`src/rtl/tt_um_nibble_add_seq.sv`:
```
// tt_um_nibble_add_seq: nibble-serial 16-bit add/subtract sequencer.
// One shared 4-bit adder slice; the carry is registered between slices.
module tt_um_nibble_add_seq (
    input  logic       clk,
    input  logic       rst_n,
    input  logic       ena,
    input  logic [7:0] ui_in,
    input  logic [7:0] uio_in,
    output logic [7:0] uo_out,
    output logic [7:0] uio_out,
    output logic [7:0] uio_oe
);
    typedef enum logic [1:0] {IDLE, ACC, OUT_LO, OUT_HI} state_t;
    state_t state, state_nx;
    logic [1:0] k, k_nx, slice;
    logic c, c_nx, m, m_nx, flag, flag_nx;
    logic [15:0] r, r_nx;
    logic in_valid, out_ready, sub, abort, in_ready, out_valid, busy, mode, cin, unused;
    logic [4:0] sum;
    assign {abort, sub, out_ready, in_valid} = uio_in[3:0];
    assign unused = &{1'b0, uio_in[7:4]};
    assign in_ready = state == IDLE || state == ACC;
    assign out_valid = state == OUT_LO || state == OUT_HI;
    assign busy = state != IDLE;
    assign uo_out = state == OUT_LO ? r[7:0] : state == OUT_HI ? r[15:8] : 8'h00;
    assign uio_out = {flag, out_valid, in_ready, busy, 4'h0};
    assign uio_oe = 8'hF0;
    // The first nibble takes mode and carry-in straight from sub; later nibbles use the registers
    assign slice = state == IDLE ? 2'd0 : k;
    assign mode = state == IDLE ? sub : m;
    assign cin = state == IDLE ? sub : c;
    assign sum = {1'b0, ui_in[3:0]} + {1'b0, mode ? ~ui_in[7:4] : ui_in[7:4]} + {4'h0, cin};
    always_comb begin
        state_nx = state;
        k_nx = k;
        c_nx = c;
        m_nx = m;
        r_nx = r;
        flag_nx = flag;
        if (abort) begin
            state_nx = IDLE;
            k_nx = 2'd0;
            c_nx = 1'b0;
        end else begin
            case (state)
                IDLE, ACC: if (in_valid) begin
                    r_nx[{slice, 2'b00} +: 4] = sum[3:0];
                    c_nx = sum[4];
                    k_nx = slice + 2'd1;
                    state_nx = slice == 2'd3 ? OUT_LO : ACC;
                    m_nx = state == IDLE ? sub : m;
                    flag_nx = slice == 2'd3 ? sum[4] : state == IDLE ? 1'b0 : flag;
                end
                OUT_LO: state_nx = out_ready ? OUT_HI : state;
                default: state_nx = out_ready ? IDLE : state;
            endcase
        end
    end
    always_ff @(posedge clk) begin
        if (!rst_n) begin
            state <= IDLE;
            k <= 2'd0;
            c <= 1'b0;
            m <= 1'b0;
            r <= 16'h0000;
            flag <= 1'b0;
        end else if (ena) begin
            state <= state_nx;
            k <= k_nx;
            c <= c_nx;
            m <= m_nx;
            r <= r_nx;
            flag <= flag_nx;
        end
    end
endmodule
```
`config.mk`:
```
export PLATFORM = sky130hd
export DESIGN_NAME = tt_um_nibble_add_seq
export DESIGN_NICKNAME = d
export VERILOG_FILES = /design/src/rtl/tt_um_nibble_add_seq.sv
export SDC_FILE = /design/constraint.sdc
export NUM_CORES = 1
export LEC_CHECK = 0
export BUFFER_PORTS_ARGS = -buffer_cell sky130_fd_sc_hd__buf_2
export CORE_UTILIZATION = 30
export DETAILED_ROUTE_END_ITERATION = 7
export MAX_ROUTING_LAYER = met4
export PLACE_DENSITY = 0.62
export SYNTH_ARGS = -nofsm -noshare
export SYNTH_HDL_FRONTEND = slang
export SYNTH_SLANG_ARGS = --single-unit
```
`constraint.sdc`:
```
create_clock -name clk -period 3.6 [get_ports clk]
set_clock_uncertainty 0.2 [all_clocks]
set_input_delay 0.72 -clock clk [delete_from_list [all_inputs] [get_ports clk]]
set_output_delay 0.72 -clock clk [all_outputs]
set_load 0.02 [all_outputs]
```
==> metrics <==
period utilisation layout 80.7%; Die Y-Extent 73.4 um; Max Freq around 340 MHz; Post-Synth XOR/XNOR Area 3.43%; multi-input logic area 911 um2; Tightest Pin Transition 0.555 ns; compound-gate portion of the synthesized area 14.7%; share of cells above drive strength 1 22.7%; initial antenna violation count 0; Min-Delay Startpoint r[14]$_SDFFE_PN0P_; Synth top cells by count dfxtp_1 (23), nor2_1 (22), buf_4 (16); Clock Root Buffer clkbuf_8; Final Net Count 225; dominant cell type by count on the critical path fa_1; post-route ant nets 0; Post-Synth Adder-Cell Area 9.98%; Starting Density 31.8%; register area share after synthesis 30.1%; Die X 73.4 um; Pleak 0.713 nW; GPL Wtd Cong 0.759; CP arrival 2.90 ns; number of global-route vias before repair 1044; crit path launch type flip-flop; Yosys warning total 0; Critical Path RT 3.59 ns; Worst-Skew Late Latency 0.27 ns; Via Count 1177; Post-CTS Setup Repair Bufs 0; worst-path cell chain nor2_2 > mux2i_2 > buf_4 > xnor2_1 > fa_1 > inv_1 > fa_1 > or3_1 > a21oi_1; placed cell area 1640 um2; hold crit path type flip-flop to flip-flop; RSZ-0062 raised after global routing false; CTS buffer count 3; combinational family with the most area after synthesis simple AND/OR/NAND/NOR gates; WL/cell 11.3 um; H-tree depth 1; WS Path Type flip-flop to flip-flop; largest net degree at the start of global routing 20; CTS tree built; most numerous cell in the Yosys netlist dfxtp_1; Iteration-0 DRC Markers between 70 and 80; IO Count 43; CP max stage cell dfxtp_1; Fin. Hold Viols 0; final WL 2940 um; drt drc 0; Synth area leaders dfxtp_1 (30%), buf_4 (7.8%), ha_1 (7.4%); Reg clk slew, reported paths 0.08 ns; Register Area 460 um2; first-pass GRT wire length approximately 5000 um; P_sw 0.180 mW; Synth top area share ~30%; maximum buffer depth of the clock tree 2; Setup TNS 0 ns; via/cell ratio 4.51; P&R area growth vs syn 10.1%; fin crit period 2.91 ns; Syn Std Cell Area ~1500 um2; MaxCap Viol Count 0; placed instance count 257; Slew Viols, Final 0; Finished Layout Cells 261; Post-Synth Simple-Gate Area a little over a fifth; outcome complete, no violations; Row Count 25; CP peak stage delay roughly 0.42 ns; CP startpoint state[1]$_SDFFE_PN0P_; Post-synth EDFFs 0; cts-stage hold buffer count 0; Reg-to-Reg Start state[1]$_SDFFE_PN0P_; ys flop type dfxtp_1; Power Internal 0.392 mW; sw frac 31.4%; 1st-pass router iterations 4; multiplexer share of the synthesized area 7.52%; total global-route track usage 12.4%; fill cell count 537; #FFs+latches synth 23; Core ar. between 4000 and 5000 um2; Clock Sinks 23; Yosys top cell by area dfxtp_1; die area 5390 um2; Slew HR 62.8%; Flop pwr share 46.4%; grt ovf 0; Post-CTS Resized 0; VDD IR-drop max roughly 0.14 mV; Port Buf Inserts 26; HPWL Detailed approximately 2300 um; power per cell area 340 nW/um2; fraction of registers with async set/reset 0%; Design Area, Final 1680 um2; diode count 0; clock power share 28.4%; syn_area_per_cell 8.79 um2; critical path endpoint category flip-flop; Comb pwr share 25.2%; worst-path fanout max 11; Yosys cell types 45; final count of negative-setup-slack endpoints 0; post-synthesis cell count 174
registers in the layout (all words and copies together), names as in the netlist:
name / count
r: 16
k: 2
state: 2
c: 1
flag: 1
m: 1
kinds of logic after synthesis:
kind of cell | after synthesis
adder cells (fa/ha/maj) | 11
other | 2
AO/OA/AOI/OAI | 33
buffers and inverters | 32
multiplexers | 11
XOR/XNOR | 6
flip-flops | 23
AND/OR/NAND/NOR | 56
final timing paths:
path / end / slack, ns / depth (start not counted)
worst max-delay path: r[13]$_SDFFE_PN0P_ / 0.69 / 9
worst min-delay path: r[14]$_SDFFE_PN0P_ / 0.27 / 2
worst max register to register: r[13]$_SDFFE_PN0P_ / 0.69 / 9
worst min register to register: r[14]$_SDFFE_PN0P_ / 0.27 / 2
critical path, delay by kind of cell (launching register included):
family                   cells  cell delay [ns]
adder cells (fa/ha/maj)      2             0.83
AND/OR/NAND/NOR              2             0.67
flip-flops                   1             0.42
buffers and inverters        2             0.25
multiplexers                 1             0.23
AO/OA/AOI/OAI                1             0.13
XOR/XNOR                     1             0.09
stage by stage:
stage	worst slack (ns)	power [mW]	hold slack (ns)	util, %
finish	0.694	0.572	0.266	35.0
global route	0.389	0.607	0.291	35.0
CTS	0.673	0.576	0.268	35.0
detailed placement	0.640	0.416	0.256	34.0
global placement	0.671	0.415	0.248	34.0
floorplan	0.796	0.393	0.232	-
metal layers:
| metal | vias up | GRT usage (%) | share of wire (%) |
|---|---|---|---|
| met5 | - | - | 0 |
| met4 | 0 | 5.77 | 2.2 |
| met3 | 5 | 1.65 | 3.2 |
| met2 | 28 | 18.4 | 43 |
| met1 | 535 | 16.6 | 51 |
| li1 | 609 | - | - |
cell type report:
class                           count  area share [%]
Timing Repair Buffer               28            8.62
Multi-Input combinational cell    129            54.1
Clock inverter                      1           0.297
Tap cell                           67            4.98
Clock buffer                        3            2.45
Sequential cell                    23            27.3
Inverter                           10            2.23
power groups by stage:
stage	clock, mW	sequential [mW]	combinational [mW]
2_1_floorplan	0	0.269	0.124
3_3_place_gp	0	0.271	0.144
3_5_place_dp	0	0.271	0.145
4_1_cts	0.166	0.265	0.145
5_1_grt	0.178	0.266	0.163
6_report	0.162	0.265	0.144
cells in the final DEF, fill, tap and decap left out, types with 3 or more instances in the layout:
cell type,netlist,final
nand2_1,7,7
ha_1,9,9
nand2b_1,3,3
clkbuf_8,0,3
a21oi_1,7,7
nor2_1,22,22
a22oi_1,11,11
conb_1,2,12
xnor2_1,6,6
inv_1,8,8
nor2b_1,3,3
a31o_1,3,3
o21ai_0,4,4
dfxtp_1,23,23
buf_2,1,26
mux2i_1,9,9
and3_1,3,3
(Power assumes the default switching activity.)
